### config.mk
export PLATFORM = sky130hd
export DESIGN_NAME = vedic_mac_seq_flat
export DESIGN_NICKNAME = d
export VERILOG_FILES = /design/src/rtl/vedic_mac_seq_pkg.sv /design/src/rtl/vedic_mac_seq_if.sv /design/src/rtl/vedic_mac_seq_vedic8x8.sv /design/src/rtl/vedic_mac_seq.sv /design/src/flat_wrapper.sv
export SDC_FILE = /design/constraint.sdc
export NUM_CORES = 1
export LEC_CHECK = 0
export ABC_AREA = 1
export BUFFER_PORTS_ARGS = -buffer_cell sky130_fd_sc_hd__buf_2
export CAP_MARGIN = 40
export CORE_UTILIZATION = 25
export CTS_BUF_LIST = sky130_fd_sc_hd__clkbuf_16
export CTS_CLUSTER_SIZE = 16
export DETAILED_ROUTE_END_ITERATION = 7
export PLACE_DENSITY = 0.39
export SKIP_CTS_REPAIR_TIMING = 1
export SLEW_MARGIN = 10
export SYNTH_ARGS = -nofsm -noshare
export SYNTH_HDL_FRONTEND = slang
export SYNTH_SLANG_ARGS = --single-unit
### constraint.sdc
create_clock -name clk -period 3.05 [get_ports clk]
set_input_delay 0.4575 -clock clk [delete_from_list [all_inputs] [get_ports clk]]
set_output_delay 0.4575 -clock clk [all_outputs]
set_load 0.02 [all_outputs]
### src/rtl/vedic_mac_seq_pkg.sv
// Shared definitions for the Vedic multiply-accumulate front end:
// operand/product widths, default timing, FSM encoding and the
// Urdhva-Tiryakbhyam building blocks used by the multiplier.
package vedic_mac_seq_pkg;

   localparam int OP_W       = 8;
   localparam int PROD_W     = 16;
   localparam int SETTLE_DEF = 11;
   localparam int ACC_W_DEF  = 24;
   localparam int CNT_W_DEF  = 8;

   // Pipeline depth of vedic8x8; SETTLE must be at least MULT_LAT + 1.
   localparam int MULT_LAT   = 2;

   typedef enum logic [1:0] {
      IDLE = 2'd0,
      WAIT = 2'd1,
      OUT  = 2'd2
   } state_t;

   // 2x2 vertical-and-crosswise product built from two half adders.
   function automatic logic [3:0] vedic2x2(input logic [1:0] a, input logic [1:0] b);
      logic hi;
      logic cross_c;
      hi      = a[1] & b[1];
      cross_c = (a[1] & b[0]) & (a[0] & b[1]);
      return {hi & cross_c, hi ^ cross_c, (a[1] & b[0]) ^ (a[0] & b[1]), a[0] & b[0]};
   endfunction

   // 4x4 product from four 2x2 blocks; the two cross terms share one add.
   function automatic logic [7:0] vedic4x4(input logic [3:0] a, input logic [3:0] b);
      logic [3:0] ll;
      logic [3:0] hl;
      logic [3:0] lh;
      logic [3:0] hh;
      logic [4:0] mid;
      ll  = vedic2x2(a[1:0], b[1:0]);
      hl  = vedic2x2(a[3:2], b[1:0]);
      lh  = vedic2x2(a[1:0], b[3:2]);
      hh  = vedic2x2(a[3:2], b[3:2]);
      mid = {1'b0, hl} + {1'b0, lh};
      return {4'b0000, ll} + {1'b0, mid, 2'b00} + {hh, 4'b0000};
   endfunction

endpackage

### src/rtl/vedic_mac_seq_if.sv
// Operand stream in, group result out. The block itself connects as the
// slave; the operand source / result consumer side uses master.
interface vedic_mac_seq_if
   import vedic_mac_seq_pkg::*;
#(
   parameter int ACC_W = ACC_W_DEF,
   parameter int CNT_W = CNT_W_DEF
);

   logic              in_valid;
   logic              in_ready;
   logic [OP_W-1:0]   in_a;
   logic [OP_W-1:0]   in_b;
   logic              in_last;

   logic              out_valid;
   logic              out_ready;
   logic [ACC_W-1:0]  out_acc;
   logic              out_ovf;
   logic [CNT_W-1:0]  out_count;

   modport master (
      output in_valid, in_a, in_b, in_last, out_ready,
      input  in_ready, out_valid, out_acc, out_ovf, out_count
   );

   modport slave (
      input  in_valid, in_a, in_b, in_last, out_ready,
      output in_ready, out_valid, out_acc, out_ovf, out_count
   );

endinterface

### src/rtl/vedic_mac_seq_vedic8x8.sv
// 8x8 Vedic multiplier, two register stages. Stage one forms the four
// 4x4 partial products, stage two merges them. Operands must be held
// stable for MULT_LAT edges before the product is meaningful.
module vedic8x8
   import vedic_mac_seq_pkg::*;
(
   input  logic [OP_W-1:0]   op_a,
   input  logic [OP_W-1:0]   op_b,
   input  logic              clk,
   output logic [PROD_W-1:0] product
);

   logic [7:0] pp_ll;
   logic [7:0] pp_hl;
   logic [7:0] pp_lh;
   logic [7:0] pp_hh;
   logic [8:0] mid_sum;

   // Stage 1: vertical and crosswise 4x4 partial products.
   always_ff @(posedge clk) begin
      pp_ll <= vedic4x4(op_a[3:0], op_b[3:0]);
      pp_hl <= vedic4x4(op_a[7:4], op_b[3:0]);
      pp_lh <= vedic4x4(op_a[3:0], op_b[7:4]);
      pp_hh <= vedic4x4(op_a[7:4], op_b[7:4]);
   end

   assign mid_sum = {1'b0, pp_hl} + {1'b0, pp_lh};

   // Stage 2: shift-and-add the partial products into the full product.
   always_ff @(posedge clk) begin
      product <= {8'h00, pp_ll} + {3'b000, mid_sum, 4'h0} + {pp_hh, 8'h00};
   end

endmodule

### src/rtl/vedic_mac_seq.sv
// Sequential MAC front end for vedic8x8. Takes one operand pair at a time,
// holds it on the multiplier for SETTLE edges, accumulates the product and
// presents the group sum when the pair tagged last has been added.
//
//   state | meaning
//   IDLE  | ready for the next operand pair (in_ready=1)
//   WAIT  | pair held on the multiplier, settle counter running
//   OUT   | group result presented, waiting for out_ready
module vedic_mac_seq
   import vedic_mac_seq_pkg::*;
#(
   parameter int SETTLE = SETTLE_DEF,
   parameter int ACC_W  = ACC_W_DEF,
   parameter int CNT_W  = CNT_W_DEF
)(
   input  logic          clk,
   input  logic          rst,
   vedic_mac_seq_if.slave bus
);

   localparam int              SC_W    = $clog2(SETTLE + 1);
   localparam logic [SC_W-1:0] SC_TC   = SC_W'(SETTLE - 1);
   localparam logic [CNT_W-1:0] CNT_MAX = '1;

   state_t            state;
   state_t            state_nx;

   logic [OP_W-1:0]   op_a;
   logic [OP_W-1:0]   op_b;
   logic              last_q;
   logic [SC_W-1:0]   cnt;

   logic [ACC_W-1:0]  acc;
   logic              ovf;
   logic [CNT_W-1:0]  count;

   logic [PROD_W-1:0] product;
   logic [ACC_W:0]    sum_w;
   logic              carry;
   logic [CNT_W-1:0]  count_inc;

   logic              take_in;
   logic              settle_done;
   logic              take_out;

   vedic8x8 u_mult (
      .op_a    (op_a),
      .op_b    (op_b),
      .clk     (clk),
      .product (product)
   );

   // in_ready depends on state only, so a source may wait on it freely.
   assign bus.in_ready = (state == IDLE);

   assign sum_w     = {1'b0, acc} + {{(ACC_W + 1 - PROD_W){1'b0}}, product};
   assign carry     = sum_w[ACC_W];
   assign count_inc = (count == CNT_MAX) ? count : count + 1'b1;

   // State register.
   always_ff @(posedge clk) begin
      if (rst) begin
         state <= IDLE;
      end else begin
         state <= state_nx;
      end
   end

   // Next state and the per-cycle strobes that steer the datapath.
   always_comb begin
      state_nx    = state;
      take_in     = 1'b0;
      settle_done = 1'b0;
      take_out    = 1'b0;
      unique case (state)
         IDLE: begin
            if (bus.in_valid) begin
               take_in  = 1'b1;
               state_nx = WAIT;
            end
         end
         WAIT: begin
            if (cnt == SC_TC) begin
               settle_done = 1'b1;
               state_nx    = last_q ? OUT : IDLE;
            end
         end
         OUT: begin
            if (bus.out_valid && bus.out_ready) begin
               take_out = 1'b1;
               state_nx = IDLE;
            end
         end
         default: state_nx = IDLE;
      endcase
   end

   // Operand capture and settle counter; op_a/op_b only move on a handshake.
   always_ff @(posedge clk) begin
      if (rst) begin
         op_a   <= '0;
         op_b   <= '0;
         last_q <= 1'b0;
         cnt    <= '0;
      end else if (take_in) begin
         op_a   <= bus.in_a;
         op_b   <= bus.in_b;
         last_q <= bus.in_last;
         cnt    <= '0;
      end else if (state == WAIT) begin
         cnt    <= cnt + 1'b1;
      end
   end

   // Group accumulator: running sum, sticky carry flag and product count.
   always_ff @(posedge clk) begin
      if (rst) begin
         acc   <= '0;
         ovf   <= 1'b0;
         count <= '0;
      end else if (settle_done) begin
         if (last_q) begin
            acc   <= '0;
            ovf   <= 1'b0;
            count <= '0;
         end else begin
            acc   <= sum_w[ACC_W-1:0];
            ovf   <= ovf | carry;
            count <= count_inc;
         end
      end
   end

   // Result registers; held after the handshake, qualified by out_valid.
   always_ff @(posedge clk) begin
      if (rst) begin
         bus.out_valid <= 1'b0;
         bus.out_acc   <= '0;
         bus.out_ovf   <= 1'b0;
         bus.out_count <= '0;
      end else if (settle_done && last_q) begin
         bus.out_valid <= 1'b1;
         bus.out_acc   <= sum_w[ACC_W-1:0];
         bus.out_ovf   <= ovf | carry;
         bus.out_count <= count_inc;
      end else if (take_out) begin
         bus.out_valid <= 1'b0;
      end
   end

endmodule

### src/flat_wrapper.sv
// flat-port wrapper written by rule: the top's interface ports become plain ports
module vedic_mac_seq_flat import vedic_mac_seq_pkg::*;
#(
   parameter int SETTLE = SETTLE_DEF,
   parameter int ACC_W  = ACC_W_DEF,
   parameter int CNT_W  = CNT_W_DEF
)
  (clk, rst, bus_in_valid, bus_in_a, bus_in_b, bus_in_last, bus_out_ready, bus_in_ready, bus_out_valid, bus_out_acc, bus_out_ovf, bus_out_count);
  vedic_mac_seq_if #(.ACC_W(ACC_W), .CNT_W(CNT_W)) bus_i ();
  input  logic clk;
  input  logic rst;
  input wire logic [$bits(bus_i.in_valid)-1:0] bus_in_valid;
  input wire logic [$bits(bus_i.in_a)-1:0] bus_in_a;
  input wire logic [$bits(bus_i.in_b)-1:0] bus_in_b;
  input wire logic [$bits(bus_i.in_last)-1:0] bus_in_last;
  input wire logic [$bits(bus_i.out_ready)-1:0] bus_out_ready;
  output wire logic [$bits(bus_i.in_ready)-1:0] bus_in_ready;
  output wire logic [$bits(bus_i.out_valid)-1:0] bus_out_valid;
  output wire logic [$bits(bus_i.out_acc)-1:0] bus_out_acc;
  output wire logic [$bits(bus_i.out_ovf)-1:0] bus_out_ovf;
  output wire logic [$bits(bus_i.out_count)-1:0] bus_out_count;
  assign bus_i.in_valid = bus_in_valid;
  assign bus_i.in_a = bus_in_a;
  assign bus_i.in_b = bus_in_b;
  assign bus_i.in_last = bus_in_last;
  assign bus_i.out_ready = bus_out_ready;
  assign bus_in_ready = bus_i.in_ready;
  assign bus_out_valid = bus_i.out_valid;
  assign bus_out_acc = bus_i.out_acc;
  assign bus_out_ovf = bus_i.out_ovf;
  assign bus_out_count = bus_i.out_count;
  vedic_mac_seq #(.SETTLE(SETTLE), .ACC_W(ACC_W), .CNT_W(CNT_W)) u_core (.clk(clk), .rst(rst), .bus(bus_i));
endmodule
# [After elaboration in Yosys (flattened, before gate mapping)]
# Index checks and enable logic that the tools add are counted.
[totals] register_bits=138 output_inout_bits=35 word_cells=194
[op_classes] n_addsub=18 n_eq_ne=7 muxes=17 n_bitwise=129 reduce_logical=6
[op_table] op="$and A1 B1 Y1" n=96
[op_table] op="$add A4 B7 Y8" n=4
[op_table] op="$add A8 B8 Y8" n=4
[op_table] op="$xor A1 B1 Y1" n=32
[op_table] op="$add A24 B16 Y25" n=1
[op_table] op="$mux W24" n=1
[op_table] op="$add A4 B4 Y5" n=4
[op_table] op="$add A14 B16 Y16" n=1
[op_table] op="$mux W8" n=2
[op_table] op="$add A8 B13 Y14" n=1
[op_table] op="$add A8 B8 Y9" n=1
[op_table] op="$mux W1" n=9
[op_table] op="$add A8 B1 Y8 const B" n=1
[op_table] op="$eq A8 B8 Y1 const B" n=1
[op_table] op="$mux W2" n=4
[op_table] op="$pmux W2 S3" n=1
[op_table] op="$add A4 B1 Y4 const B" n=1
[op_table] op="$eq A4 B4 Y1 const B" n=1
[op_table] op="$ne A2 B1 Y1 const B" n=2
[op_table] op="$reduce_and A3 Y1" n=1
[op_table] op="$eq A2 B1 Y1 const B" n=1
[op_table] op="$eq A2 B2 Y1 const B" n=1
[op_table] op="$logic_and A1 B1 Y1" n=2
[op_table] op="$logic_not A2 Y1" n=1
[op_table] op="other kinds (4)" n=4

# [Logic depth before layout (Yosys ltp)]
# Gate-level depths: netlist of the first run.
[logic_depth] ltp_word=6 depth_mapped=16 depth_no_buf=16

# [Hierarchy]
# A second synthesis of the first run with hierarchy kept.
[unflattened] cells_unflattened=1240 area_unflattened_um2=8772.2
[modules_own_cells] mod="vedic_mac_seq" n_inst=1 cells_each=712 area_each_um2=4815.9
[modules_own_cells] mod="vedic8x8" n_inst=1 cells_each=528 area_each_um2=3956.3

# [Least setup slack after synthesis of the first run]
# Ideal clock, no wire load.
[synth_timing] kind="register to register" start="reg u_core.op_b[0]" end="reg u_core.u_mult.pp_ll[7]" setup_time_ns=0.072 arrival_time_ns=2.422 path_slack_ns=0.555 stages_incl_launch_ff=14 n_path_buf=1 period_less_slack_ns=2.495 cell_sequence="dfxtp_1 clkbuf_1 nand2_1 inv_1 ha_1 fa_1 xor2_1 ha_1 a21oi_1 nand2_1 nand2_1 nand2_1 a21oi_1 xnor2_1"
[synth_via] elab_chain_cells=6 elab_cells_between_ends=15
[synth_rtl] element="start, declared" line="vedic_mac_seq.sv:29" rtl="logic [OP_W-1:0] op_b;"
[synth_rtl] element="start signal, assigned" line="vedic_mac_seq.sv:107" rtl="op_b <= bus.in_b;"
[synth_rtl] element="$and A1 B1 Y1" line="vedic_mac_seq_pkg.sv:26, vedic_mac_seq_pkg.sv:27"
[synth_rtl] element="$and A1 B1 Y1" line="vedic_mac_seq_pkg.sv:26" rtl="cross_c = (a[1] & b[0]) & (a[0] & b[1]);"
[synth_rtl] element="$xor A1 B1 Y1 / $and A1 B1 Y1 (equally long branches)" line="vedic_mac_seq_pkg.sv:27" rtl="return {hi & cross_c, hi ^ cross_c, (a[1] & b[0]) ^ (a[0] & b[1]), a[0] & b[0]};"
[synth_rtl] element="$add A4 B4 Y5" line="vedic_mac_seq_pkg.sv:41" rtl="mid = {1'b0, hl} + {1'b0, lh};"
[synth_rtl] element="$add A4 B7 Y8 *" line="vedic_mac_seq_pkg.sv:42" rtl="return {4'b0000, ll} + {1'b0, mid, 2'b00} + {hh, 4'b0000};"
[synth_rtl] element="$add A8 B8 Y8 *" line="vedic_mac_seq_pkg.sv:42"
[synth_rtl] element="end signal, assigned" line="vedic_mac_seq_vedic8x8.sv:21" rtl="pp_ll <= vedic4x4(op_a[3:0], op_b[3:0]);"
[synth_rtl] element="end, declared" line="vedic_mac_seq_vedic8x8.sv:13" rtl="logic [7:0] pp_ll;"
# Every way passes the cells marked *; elsewhere a longest branch is shown, timed or not.
# A chain may end at the register's enable or synchronous reset.

# [Final worst setup path of the first run]
[layout_timing] start="reg u_core.u_mult.pp_hl[0]" end="reg u_core.u_mult.product[14]"
[layout_via] elab_chain_cells=3
[layout_rtl] element="start, declared" line="vedic_mac_seq_vedic8x8.sv:14" rtl="logic [7:0] pp_hl;"
[layout_rtl] element="start signal, assigned" line="vedic_mac_seq_vedic8x8.sv:22" rtl="pp_hl <= vedic4x4(op_a[7:4], op_b[3:0]);"
[layout_rtl] element="$add A8 B8 Y9" line="vedic_mac_seq_vedic8x8.sv:27" rtl="assign mid_sum = {1'b0, pp_hl} + {1'b0, pp_lh};"
[layout_rtl] element="$add A8 B13 Y14" line="vedic_mac_seq_vedic8x8.sv:31" rtl="product <= {8'h00, pp_ll} + {3'b000, mid_sum, 4'h0} + {pp_hh, 8'h00};"
[layout_rtl] element="$add A14 B16 Y16" line="vedic_mac_seq_vedic8x8.sv:31"
[layout_rtl] element="end signal, assigned" line="vedic_mac_seq_vedic8x8.sv:31"
[layout_rtl] element="end, declared" line="vedic_mac_seq_vedic8x8.sv:10" rtl="output logic [PROD_W-1:0] product"
# No other way between the ends.

==> impl_metrics.prom, run 1 <==
# TYPE chip_impl_metric gauge
chip_impl_info{name="critical_path_source_type",value="register"} 1
chip_impl_metric{name="drtPass1Iterations",unit=""} 5
chip_impl_metric{name="number_of_enable_flip_flop_cells_after_synthesis",unit=""} 0
chip_impl_metric{name="antenna_found_initial",unit=""} 0
chip_impl_metric{name="clock_sink_total",unit=""} 138
chip_impl_metric{name="rows",unit=""} 66
chip_impl_metric{name="insertedDiodeCount",unit=""} 0
chip_impl_metric{name="initial_utilization",unit="%"} 25.66
chip_impl_info{name="grt_setup_unrepaired",value="no"} 1
chip_impl_metric{name="worst_clock_skew",unit="ns"} 0.01133
chip_impl_metric{name="yosysTopAreaCellShare",unit="%"} 32.76
chip_impl_metric{name="track_usage",unit="%"} 13.70
chip_impl_metric{name="layout.core_utilization",unit="%"} 29.91
chip_impl_metric{name="hold_vio_cnt_final",unit=""} 0
chip_impl_metric{name="yosys_warnings",unit=""} 0
chip_impl_metric{name="first_global_vias",unit=""} 7045
chip_impl_info{name="setup.worst_path.class",value="register to register"} 1
chip_impl_info{name="worstHoldPathType",value="input port to register"} 1
chip_impl_info{name="post-synth-top-area-cell",value="dfxtp_1"} 1
chip_impl_metric{name="htree_levels",unit=""} 4
chip_impl_info{name="cpMaxStageDelayCell",value="fa_1"} 1
chip_impl_metric{name="setup-violations-final",unit=""} 0
chip_impl_metric{name="floorplan.die.height",unit="um"} 185.7
chip_impl_metric{name="mean_area_per_synthesized_cell",unit="um^2"} 7.251
chip_impl_metric{name="final.period_utilization",unit="%"} 87.91
chip_impl_metric{name="maxClockFrequency",unit="GHz"} 0.3730
chip_impl_metric{name="ys_ff_latch",unit=""} 138
chip_impl_info{name="crit_chain",value="ha_1 -> inv_1 -> fa_1 -> o21ai_0 -> nand2_1 -> nand2_1 -> a21oi_1 -> xor2_1 -> inv_1 -> ha_1 -> nand2_1 -> nor2_1 -> nand3_1 -> o2111ai_1 -> xor2_1"} 1
chip_impl_metric{name="drc_errors",unit=""} 0
chip_impl_metric{name="global_route.overflow_total",unit=""} 0
chip_impl_metric{name="worst-path-buf-inv",unit=""} 2
chip_impl_metric{name="number_of_vias_in_the_routed_layout",unit=""} 7039
chip_impl_metric{name="tightestPinTransition",unit="ns"} 0.5676
chip_impl_metric{name="static-leakage-power",unit="nW"} 5.501
chip_impl_info{name="synth_ff_type",value="dfxtp_1"} 1
chip_impl_info{name="clockRootBuffer",value="clkbuf_16"} 1
chip_impl_metric{name="drt_iter0_markers",unit=""} 296
chip_impl_metric{name="drv_cap",unit=""} 0
chip_impl_metric{name="mappedNetlistNets",unit=""} 1301
chip_impl_metric{name="insertion_delay",unit="ns"} 0.43
chip_impl_info{name="post_synth_most_frequent_cells",value="nand2_1, inv_1, dfxtp_1"} 1
chip_impl_metric{name="wl_per_cell",unit="um"} 13.25
chip_impl_metric{name="synth_cells",unit=""} 1163
chip_impl_info{name="hp-start",value="bus_in_b[2]"} 1
chip_impl_metric{name="route.antenna.remaining_nets",unit=""} 0
chip_impl_metric{name="seq_area_frac_synth",unit="%"} 32.76
chip_impl_info{name="synthMostInstantiatedCell",value="nand2_1"} 1
chip_impl_info{name="status",value="completed"} 1
chip_impl_metric{name="critPathMaxFanout",unit=""} 2
chip_impl_metric{name="number_of_pins_with_negative_max_slew_slack_in_the_final_report",unit=""} 0
chip_impl_metric{name="arrival",unit="ns"} 3.04
chip_impl_info{name="worst_setup_path_startpoint",value="u_core.u_mult.pp_hl[0]$_DFF_P_"} 1
chip_impl_metric{name="yosys.cell_types.count",unit=""} 36
chip_impl_metric{name="core_region_area",unit="mm^2"} 0.03287
chip_impl_metric{name="grt_max_degree",unit=""} 35
chip_impl_metric{name="cts_made_buffers",unit=""} 17
chip_impl_metric{name="area_delta_synth_final",unit="%"} 16.59
chip_impl_metric{name="routed_wl",unit="um"} 22160
chip_impl_metric{name="cts.path.max_buffers",unit=""} 2
chip_impl_metric{name="cell_area_after_technology_mapping",unit="mm^2"} 0.008433
chip_impl_info{name="grt-busiest-layer",value="met2"} 1
chip_impl_metric{name="detailed_place_hpwl",unit="um"} 16940
chip_impl_metric{name="path_clk_slew",unit="ns"} 0.07
chip_impl_info{name="post_synth_main_area_contributors",value="dfxtp_1, ha_1, nand2_1"} 1
chip_impl_metric{name="floorplan.die_area",unit="mm^2"} 0.03447
chip_impl_info{name="critical_path.endpoint_type",value="register"} 1
chip_impl_metric{name="irDropWorstVdd",unit="uV"} 398.9
chip_impl_metric{name="grt.met1_usage",unit="%"} 16.88
chip_impl_metric{name="cell_area_power_density",unit="mW/mm^2"} 467.8
chip_impl_metric{name="die_x",unit="um"} 185.7
chip_impl_metric{name="grt_use_met3",unit="%"} 2.661
chip_impl_metric{name="port_buffers",unit=""} 55
chip_impl_metric{name="synth_async_sr_flop_share",unit="%"} 0
chip_impl_metric{name="drive_above_1_share",unit="%"} 9.992
chip_impl_info{name="crit_top_cell",value="nand2_1"} 1
chip_impl_metric{name="fin_nets",unit=""} 1356
chip_impl_metric{name="slowest_delay",unit="ns"} 0.39
chip_impl_info{name="cts_tree",value="done"} 1
chip_impl_metric{name="pin_count",unit=""} 56
chip_impl_metric{name="worst_slew_margin_rel",unit="%"} 62.12
chip_impl_metric{name="routabilityCongestion",unit=""} 0.8224
chip_impl_info{name="worst_path_dominant_cell_family",value="adder cells"} 1
chip_impl_metric{name="worstPathRequired",unit="ns"} 3.41
chip_impl_metric{name="period_minus_slack",unit="ns"} 2.681
chip_impl_metric{name="use_met2",unit="%"} 23.96
chip_impl_metric{name="route.detailed.vias_per_inst",unit=""} 4.207
chip_impl_metric{name="grt_pass1_wl",unit="um"} 36210
chip_impl_info{name="regToRegStartpoint",value="u_core.u_mult.pp_hl[0]$_DFF_P_"} 1
chip_impl_metric{name="finalSetupTns",unit="ns"} 0
==> per-stage QoR <==
step                cell area (um^2)  total power, mW  instances  worst slack [ns]  hold slack, ns
floorplan                       8433            2.363       1163            0.5554          0.3096
global route                    9832            4.833       1673           0.03427          0.2798
CTS                             9829            4.683       1673            0.3051          0.2540
global placement                9228            2.540       1641            0.3388          0.3144
detailed placement              9228            2.535       1641            0.3313          0.3154
finish                          9832            4.599       1673            0.3687          0.2724
==> worst register-to-register path: stages, from the launching register on <==
cell	delay (ns)
dfxtp_1	0.32
ha_1	0.16
inv_1	0.06
fa_1	0.39
o21ai_0	0.30
nand2_1	0.08
nand2_1	0.07
a21oi_1	0.09
xor2_1	0.14
inv_1	0.07
ha_1	0.32
nand2_1	0.07
nor2_1	0.14
nand3_1	0.09
o2111ai_1	0.15
xor2_1	0.17
==> layout by cell type (no fill, tap or decap), types with 5 or more instances in the layout <==
cell	instances
nand3_1	71
xor2_1	35
nand4_1	6
fa_1	11
a22o_1	14
buf_2	55
nand3b_1	7
xnor2_1	16
inv_1	160
clkinv_8	5
nor2_1	87
buf_4	16
o21ai_0	30
clkbuf_16	17
dfxtp_1	138
nand2_1	328
a21oi_1	80
inv_2	8
ha_1	105
==> cell families after synthesis <==
group | count (synthesis) | share of synthesized area [%]
DFF | 138 | 32.76
buffers and inverters | 203 | 9.332
AOI/OAI and AO/OA | 136 | 8.947
xor gates and xnor gates | 51 | 5.297
adders and majority gates | 117 | 18.34
and+or+nand+nor | 518 | 25.33
==> worst paths after layout <==
check                                                         end  slack, ns  cells past startpoint
worst max-delay path            u_core.u_mult.product[14]$_DFF_P_       0.37                     15
worst min-delay path                  u_core.op_b[2]$_SDFFE_PP0P_       0.27                      3
worst max register to register  u_core.u_mult.product[14]$_DFF_P_       0.37                     15
worst min register to register   u_core.u_mult.product[3]$_DFF_P_       0.33                      0
==> layer usage <==
metal / wire length (um) / up-vias
met3: 584 / 13
met2: 10600 / 77
met5: 0 / -
met1: 10640 / 3146
met4: 332 / 0
li1: - / 3803
==> area by class of cell <==
class	instances	area, um^2
multi-input cells	822	4888
inverters	168	630.6
flip-flops and latches	138	2763
clock buffers	17	425.4
clock inverters	15	176.4
fillers	3642	23030
well taps	442	553.0
repair buffers	71	395.4
==> registers in the layout, summed over array words and instances (netlist names), 2 cells and up <==
name,cells
u_core.count,8
u_core.u_mult.product,16
u_core.bus.out_count,8
u_core.bus.out_acc,24
u_core.u_mult.pp_lh,8
u_core.cnt,4
u_core.op_a,8
u_core.acc,24
u_core.state,2
u_core.op_b,8
u_core.u_mult.pp_hl,8
u_core.u_mult.pp_ll,8
u_core.u_mult.pp_hh,8
==> power by group <==
| group | leakage (nW) | switching, mW | internal (mW) |
|---|---|---|---|
| clock network | 0.287 | 1.00 | 1.11 |
| logic | 4.09 | 0.321 | 0.197 |
| registers | 1.12 | 0.0784 | 1.89 |
Power figures use the tool's default switching activity.
==> inputs of run 2 (changes only) <==
--- a/config.mk
+++ b/config.mk
@@ -8,11 +8,11 @@
 export ABC_AREA = 1
 export BUFFER_PORTS_ARGS = -buffer_cell sky130_fd_sc_hd__buf_2
 export CAP_MARGIN = 40
-export CORE_UTILIZATION = 25
+export CORE_UTILIZATION = 62
 export CTS_BUF_LIST = sky130_fd_sc_hd__clkbuf_16
 export CTS_CLUSTER_SIZE = 16
 export DETAILED_ROUTE_END_ITERATION = 7
-export PLACE_DENSITY = 0.39
+export PLACE_DENSITY = 0.8
 export SKIP_CTS_REPAIR_TIMING = 1
 export SLEW_MARGIN = 10
 export SYNTH_ARGS = -nofsm -noshare
==> run 2 against run 1 <==
  * Sequential share of layout area up 1.1 points
  * Total power shrank 0.28%
  * Sequential power barely moved
  * Global-route usage grew 14 points
  * Largest cell class unchanged
  * First-iteration DRC count up 56%
  * Final cell count down 16%
==> impl_metrics.prom, run 2 (synthesis results as in run 1) <==
# TYPE chip_impl_metric gauge
chip_impl_info{name="status",value="completed"} 1
chip_impl_metric{name="wl_per_cell",unit="um"} 13.01
chip_impl_info{name="cpMaxStageDelayCell",value="dfxtp_1"} 1
chip_impl_metric{name="critPathMaxFanout",unit=""} 7
chip_impl_info{name="mostFrequentLayoutCells",value="nand2_1, inv_1, dfxtp_1"} 1
chip_impl_metric{name="grt_max_degree",unit=""} 38
chip_impl_metric{name="cts_made_buffers",unit=""} 17
chip_impl_metric{name="first_global_vias",unit=""} 7171
chip_impl_metric{name="setup-violations-final",unit=""} 0
chip_impl_metric{name="placed_area",unit="mm^2"} 0.008855
chip_impl_metric{name="finish.instance_area",unit="mm^2"} 0.009465
chip_impl_info{name="biggestRegsByFlops",value="u_core.acc x24, u_core.bus.out_acc x24, u_core.u_mult.product x16"} 1
chip_impl_metric{name="worst_slew_margin_rel",unit="%"} 62.60
chip_impl_metric{name="antenna_found_initial",unit=""} 0
chip_impl_info{name="hp-start",value="bus_in_a[2]"} 1
chip_impl_metric{name="drive_above_1_share",unit="%"} 9.069
chip_impl_metric{name="pin_count",unit=""} 56
chip_impl_metric{name="hold_vio_cnt_final",unit=""} 0
chip_impl_metric{name="tightestPinTransition",unit="ns"} 0.5604
chip_impl_metric{name="finalSetupTns",unit="ns"} 0
chip_impl_metric{name="period_minus_slack",unit="ns"} 2.741
chip_impl_metric{name="floorplan.die_area",unit="mm^2"} 0.01407
chip_impl_metric{name="arrival",unit="ns"} 3.09
chip_impl_metric{name="number_of_vias_in_the_routed_layout",unit=""} 7279
chip_impl_metric{name="cell_area_power_density",unit="mW/mm^2"} 484.6
chip_impl_metric{name="drtPass1Iterations",unit=""} 5
chip_impl_info{name="layout.cells.most_common",value="nand2_1"} 1
chip_impl_metric{name="n_fill_cell",unit=""} 1113
chip_impl_info{name="critical_path.endpoint_type",value="register"} 1
chip_impl_metric{name="drc_errors",unit=""} 0
chip_impl_metric{name="slowest_delay",unit="ns"} 0.54
chip_impl_metric{name="final.setup.worst_slack",unit="ns"} 0.3091
chip_impl_info{name="cts_tree",value="done"} 1
chip_impl_info{name="worstHoldPathType",value="input port to register"} 1
chip_impl_metric{name="insertedDiodeCount",unit=""} 0
chip_impl_metric{name="drv_cap",unit=""} 0
chip_impl_metric{name="routabilityCongestion",unit=""} 0.9454
chip_impl_metric{name="detailed_place_hpwl",unit="um"} 13550
chip_impl_metric{name="initial_utilization",unit="%"} 63.68
chip_impl_metric{name="insertion_delay",unit="ns"} 0.43
chip_impl_metric{name="route.antenna.remaining_nets",unit=""} 0
chip_impl_metric{name="cts.path.max_buffers",unit=""} 2
chip_impl_metric{name="clock_sink_total",unit=""} 138
chip_impl_info{name="clockRootBuffer",value="clkbuf_16"} 1
chip_impl_metric{name="core_region_area",unit="mm^2"} 0.01324
chip_impl_metric{name="layout.core_utilization",unit="%"} 71.48
chip_impl_metric{name="rows",unit=""} 42
chip_impl_metric{name="route.detailed.vias_per_inst",unit=""} 5.199
chip_impl_info{name="worst_setup_path_startpoint",value="u_core.op_b[5]$_SDFFE_PP0P_"} 1
chip_impl_metric{name="drt_iter0_markers",unit=""} 461
chip_impl_metric{name="port_buffers",unit=""} 55
chip_impl_info{name="worst_path_dominant_cell_family",value="adder cells"} 1
chip_impl_metric{name="area_delta_synth_final",unit="%"} 12.24
chip_impl_metric{name="irDropWorstVdd",unit="uV"} 428.2
chip_impl_metric{name="track_usage",unit="%"} 27.80
chip_impl_metric{name="grt_pass1_wl",unit="um"} 31630
chip_impl_metric{name="maxClockFrequency",unit="GHz"} 0.3648
chip_impl_metric{name="floorplan.die.height",unit="um"} 118.6
chip_impl_metric{name="routed_wl",unit="um"} 18210
chip_impl_metric{name="worstPathRequired",unit="ns"} 3.40
chip_impl_metric{name="fin_nets",unit=""} 1349
chip_impl_metric{name="worst_clock_skew",unit="ns"} 0.008331
chip_impl_metric{name="htree_levels",unit=""} 4
chip_impl_info{name="crit_top_cell",value="ha_1"} 1
chip_impl_metric{name="static-leakage-power",unit="nW"} 5.483
chip_impl_metric{name="die_x",unit="um"} 118.6
chip_impl_metric{name="dp_worst_setup_slack",unit="ns"} 0.3753
chip_impl_info{name="critical_path_source_type",value="register"} 1
chip_impl_metric{name="number_of_pins_with_negative_max_slew_slack_in_the_final_report",unit=""} 0
chip_impl_info{name="grt_setup_unrepaired",value="no"} 1
chip_impl_info{name="regToRegStartpoint",value="u_core.op_b[5]$_SDFFE_PP0P_"} 1
chip_impl_metric{name="worst-path-buf-inv",unit=""} 1
chip_impl_info{name="setup.worst_path.class",value="register to register"} 1
chip_impl_metric{name="final.period_utilization",unit="%"} 89.87
chip_impl_info{name="crit_chain",value="nand2_1 -> inv_1 -> ha_1 -> ha_1 -> ha_1 -> xor2_1 -> ha_1 -> a21oi_1 -> nand2_1 -> a21oi_1 -> nor2_1 -> nor2_1 -> xnor2_1"} 1
chip_impl_metric{name="path_clk_slew",unit="ns"} 0.06
chip_impl_metric{name="global_route.overflow_total",unit=""} 0
-- run 2: cell count changes in the layout (fill, tap and decap cells not counted), sizes merged --
cell      delta
inv          -5
clkinvlp     +1
buf          -7
bufinv       +4
-- run 2: worst min-delay path: cells and delay by family --
kind / cells / cell delay, ns
AOI/OAI and AO/OA: 1 / 0.07
buffers and inverters: 1 / 0.07
and+or+nand+nor: 1 / 0.07
-- run 2: power breakdown --
part	switching, mW	internal [mW]	leakage (nW)
registers	0.0778	1.90	1.12
clock network	0.770	1.35	0.300
logic	0.305	0.187	4.06
total	1.15	3.43	5.48
-- run 2: area by class of cell --
class / count / area (um^2) / area share (%)
clock inverters: 15 / 185.2 / 1.956
clock buffers: 17 / 425.4 / 4.494
well taps: 176 / 220.2 / 2.327
inverters: 168 / 630.6 / 6.662
repair buffers: 64 / 355.3 / 3.754
flip-flops and latches: 138 / 2763 / 29.19
multi-input cells: 822 / 4886 / 51.62
-- run 2: layer usage --
layer	up-vias	wire length (um)	global-route usage, %
met5	-	0	0
met3	30	871	5.116
met2	193	8598	47.77
met4	0	341	11.16
met1	3266	8399	34.18
li1	3790	-	-
-- run 2: worst paths after layout --
| kind | end | cells after the start | slack, ns |
|---|---|---|---|
| max | u_core.u_mult.pp_lh[7]$_DFF_P_ | 13 | 0.31 |
| min | u_core.op_a[2]$_SDFFE_PP0P_ | 3 | 0.28 |
| max reg2reg | u_core.u_mult.pp_lh[7]$_DFF_P_ | 13 | 0.31 |
| min reg2reg | u_core.u_mult.product[2]$_DFF_P_ | 0 | 0.32 |
-- run 2: stage by stage --
stage / cells / hold WS (ns) / total power, mW
after floorplan: 1163 / 0.3096 / 2.363
after CTS: 1400 / 0.2657 / 4.602
final: 1400 / 0.2782 / 4.587
after global placement: 1368 / 0.3118 / 2.479
after global routing: 1400 / 0.2797 / 4.759
after detailed placement: 1368 / 0.3121 / 2.492
==> inputs of run 3 (changes only) <==
--- a/config.mk
+++ b/config.mk
@@ -8,11 +8,11 @@
 export ABC_AREA = 1
 export BUFFER_PORTS_ARGS = -buffer_cell sky130_fd_sc_hd__buf_2
 export CAP_MARGIN = 40
-export CORE_UTILIZATION = 62
+export CORE_UTILIZATION = 56
 export CTS_BUF_LIST = sky130_fd_sc_hd__clkbuf_16
 export CTS_CLUSTER_SIZE = 16
 export DETAILED_ROUTE_END_ITERATION = 7
-export PLACE_DENSITY = 0.8
+export PLACE_DENSITY = 0.77
 export SKIP_CTS_REPAIR_TIMING = 1
 export SLEW_MARGIN = 10
 export SYNTH_ARGS = -nofsm -noshare
==> constraint.sdc (replaced) <==
create_clock -name clk -period 2.3 [get_ports clk]
set_input_delay 0.345 -clock clk [delete_from_list [all_inputs] [get_ports clk]]
set_output_delay 0.345 -clock clk [all_outputs]
set_load 0.02 [all_outputs]
==> run 3 against run 2 <==
  * Final cell count up 5.0%
  * Core utilization up 3.4 points
  * The flow now finishes with violations (setup timing)
  * Largest power group unchanged
  * Maximum frequency up 9.0%
==> impl_metrics.prom, run 3 (synthesis results as in run 1) <==
# TYPE chip_impl_metric gauge
chip_impl_metric{name="grt_use_met3",unit="%"} 5.198
chip_impl_metric{name="fin_nets",unit=""} 1411
chip_impl_metric{name="number_of_vias_in_the_routed_layout",unit=""} 7938
chip_impl_metric{name="cts.path.max_buffers",unit=""} 2
chip_impl_metric{name="worstPathRequired",unit="ns"} 2.65
chip_impl_metric{name="arrival",unit="ns"} 2.86
chip_impl_info{name="critical_path.endpoint_type",value="register"} 1
chip_impl_metric{name="drtPass1Iterations",unit=""} 5
chip_impl_metric{name="drv_cap",unit=""} 0
chip_impl_metric{name="finalSetupTns",unit="ns"} -1.562
chip_impl_metric{name="worst_hold_slack",unit="ns"} 0.1593
chip_impl_metric{name="route.antenna.remaining_nets",unit=""} 0
chip_impl_metric{name="grt_max_degree",unit=""} 39
chip_impl_metric{name="period_minus_slack",unit="ns"} 2.515
chip_impl_metric{name="insertion_delay",unit="ns"} 0.44
chip_impl_metric{name="final_cells",unit=""} 1470
chip_impl_metric{name="initial_utilization",unit="%"} 57.80
chip_impl_metric{name="number_of_pins_with_negative_max_slew_slack_in_the_final_report",unit=""} 0
chip_impl_metric{name="global_route.overflow_total",unit=""} 0
chip_impl_info{name="status",value="complete, but fails checks"} 1
chip_impl_metric{name="use_met2",unit="%"} 45.30
chip_impl_metric{name="antenna_found_initial",unit=""} 0
chip_impl_metric{name="routabilityCongestion",unit=""} 0.9213
chip_impl_metric{name="track_usage",unit="%"} 25.68
chip_impl_metric{name="port_buffers",unit=""} 55
chip_impl_metric{name="cts_made_buffers",unit=""} 17
chip_impl_metric{name="floorplan.die_area",unit="mm^2"} 0.01555
chip_impl_metric{name="irDropWorstVdd",unit="uV"} 669.1
chip_impl_info{name="layout.cells.most_common",value="nand2_1"} 1
chip_impl_metric{name="slowest_delay",unit="ns"} 0.38
chip_impl_metric{name="hold_vio_cnt_final",unit=""} 0
chip_impl_info{name="grt-busiest-layer",value="met2"} 1
chip_impl_metric{name="worst_slew_margin_rel",unit="%"} 69.34
chip_impl_metric{name="worst-path-buf-inv",unit=""} 2
chip_impl_metric{name="rows",unit=""} 44
chip_impl_metric{name="route.detailed.vias_per_inst",unit=""} 5.400
chip_impl_metric{name="worst_clock_skew",unit="ns"} 0.01329
chip_impl_metric{name="area_delta_synth_final",unit="%"} 29.45
chip_impl_metric{name="cell_area_power_density",unit="mW/mm^2"} 604.8
chip_impl_metric{name="grt.met1_usage",unit="%"} 30.50
chip_impl_metric{name="floorplan.die.height",unit="um"} 124.7
chip_impl_metric{name="drc_errors",unit=""} 0
chip_impl_metric{name="total_power",unit="mW"} 6.602
chip_impl_info{name="critical_path_source_type",value="register"} 1
chip_impl_info{name="cpMaxStageDelayCell",value="fa_2"} 1
chip_impl_metric{name="placed_area",unit="mm^2"} 0.009455
chip_impl_metric{name="core_region_area",unit="mm^2"} 0.01459
chip_impl_info{name="grt_setup_unrepaired",value="yes"} 1
chip_impl_metric{name="final.setup.worst_slack",unit="ns"} -0.2155
chip_impl_metric{name="detailed_place_hpwl",unit="um"} 14100
chip_impl_metric{name="path_clk_slew",unit="ns"} 0.07
chip_impl_info{name="crit_top_cell",value="a21oi_2"} 1
chip_impl_metric{name="dp_worst_setup_slack",unit="ns"} -0.1784
chip_impl_metric{name="grt_pass1_wl",unit="um"} 32600
chip_impl_info{name="worstHoldPathType",value="input port to register"} 1
chip_impl_metric{name="htree_levels",unit=""} 4
chip_impl_info{name="worst_path_dominant_cell_family",value="adder cells"} 1
chip_impl_metric{name="critPathMaxFanout",unit=""} 4
chip_impl_info{name="crit_chain",value="ha_4 -> inv_2 -> fa_2 -> buf_4 -> xnor2_2 -> ha_1 -> a21oi_2 -> nand2_2 -> a21oi_4 -> o21ai_4 -> a21oi_2 -> xnor2_1"} 1
chip_impl_metric{name="clock_sink_total",unit=""} 138
chip_impl_metric{name="routed_wl",unit="um"} 22280
chip_impl_metric{name="setup-violations-final",unit=""} 16
chip_impl_metric{name="maxClockFrequency",unit="GHz"} 0.3975
chip_impl_metric{name="layout.core_utilization",unit="%"} 74.83
chip_impl_metric{name="tightestPinTransition",unit="ns"} 0.4599
chip_impl_info{name="setup.worst_path.class",value="register to register"} 1
chip_impl_info{name="clockRootBuffer",value="clkbuf_16"} 1
chip_impl_metric{name="r2r_setup_slack",unit="ns"} -0.22
chip_impl_metric{name="drive_above_1_share",unit="%"} 27.76
chip_impl_metric{name="dp_cells",unit=""} 1429
chip_impl_metric{name="final.period_utilization",unit="%"} 109.4
chip_impl_metric{name="die_x",unit="um"} 124.7
chip_impl_metric{name="drt_iter0_markers",unit=""} 502
chip_impl_metric{name="static-leakage-power",unit="nW"} 5.797
chip_impl_info{name="violations",value="setup timing"} 1
chip_impl_metric{name="first_global_vias",unit=""} 7464
chip_impl_info{name="mostFrequentLayoutCells",value="nand2_1, inv_1, dfxtp_1"} 1
chip_impl_metric{name="wl_per_cell",unit="um"} 15.16
chip_impl_metric{name="pin_count",unit=""} 56
chip_impl_metric{name="finish.instance_area",unit="mm^2"} 0.01092
chip_impl_info{name="biggestRegsByFlops",value="u_core.acc x24, u_core.bus.out_acc x24, u_core.u_mult.product x16"} 1
chip_impl_metric{name="insertedDiodeCount",unit=""} 0
chip_impl_info{name="cts_tree",value="done"} 1
==> run 3: cell types whose count changed in the layout (fill, tap and decap cells not counted), moves of 24 or more <==
cell,delta
nand2_2,+28
nand2_1,-33
inv_2,+29
buf_4,+52
a21oi_1,-24
ha_1,-41
inv_1,-30
ha_4,+35
==> run 3: tightest hold or removal path, cell delays in order <==
cell,delay [ns]
buf_2,0.07
o21ai_0,0.07
nor2_1,0.07
==> run 3: final cells by class <==
type                       count  area, um^2
clock buffer                  17       425.4
clock inverter                15       200.2
fill                         994        3672
inverter                     168       630.6
multi-input combinational    822        5756
sequential                   138        2825
tap                          184       230.2
timing repair buffer         126       849.6
==> run 3: path summary, 6_finish.rpt <==
path | startpoint | end | cells after the start
worst max-delay path | u_core.u_mult.pp_lh[0]$_DFF_P_ | u_core.u_mult.product[13]$_DFF_P_ | 12
worst min-delay path | bus_in_b[4] | u_core.op_b[4]$_SDFFE_PP0P_ | 3
worst max register to register | u_core.u_mult.pp_lh[0]$_DFF_P_ | u_core.u_mult.product[13]$_DFF_P_ | 12
worst min register to register | u_core.u_mult.pp_ll[2]$_DFF_P_ | u_core.u_mult.product[2]$_DFF_P_ | 0
==> run 3: where the power goes <==
| part | leakage, nW | switching, mW | total [mW] | internal (mW) |
|---|---|---|---|---|
| clock network | 0.306 | 1.10 | 2.91 | 1.81 |
| registers | 1.13 | 0.112 | 2.63 | 2.51 |
| logic | 4.36 | 0.581 | 1.06 | 0.481 |
==> run 3: routing by layer <==
| layer | vias up | share of wire (%) |
|---|---|---|
| met1 | 3718 | 41 |
| li1 | 3910 | - |
| met2 | 246 | 51 |
| met5 | - | 0 |
| met4 | 0 | 2.9 |
| met3 | 64 | 5.2 |
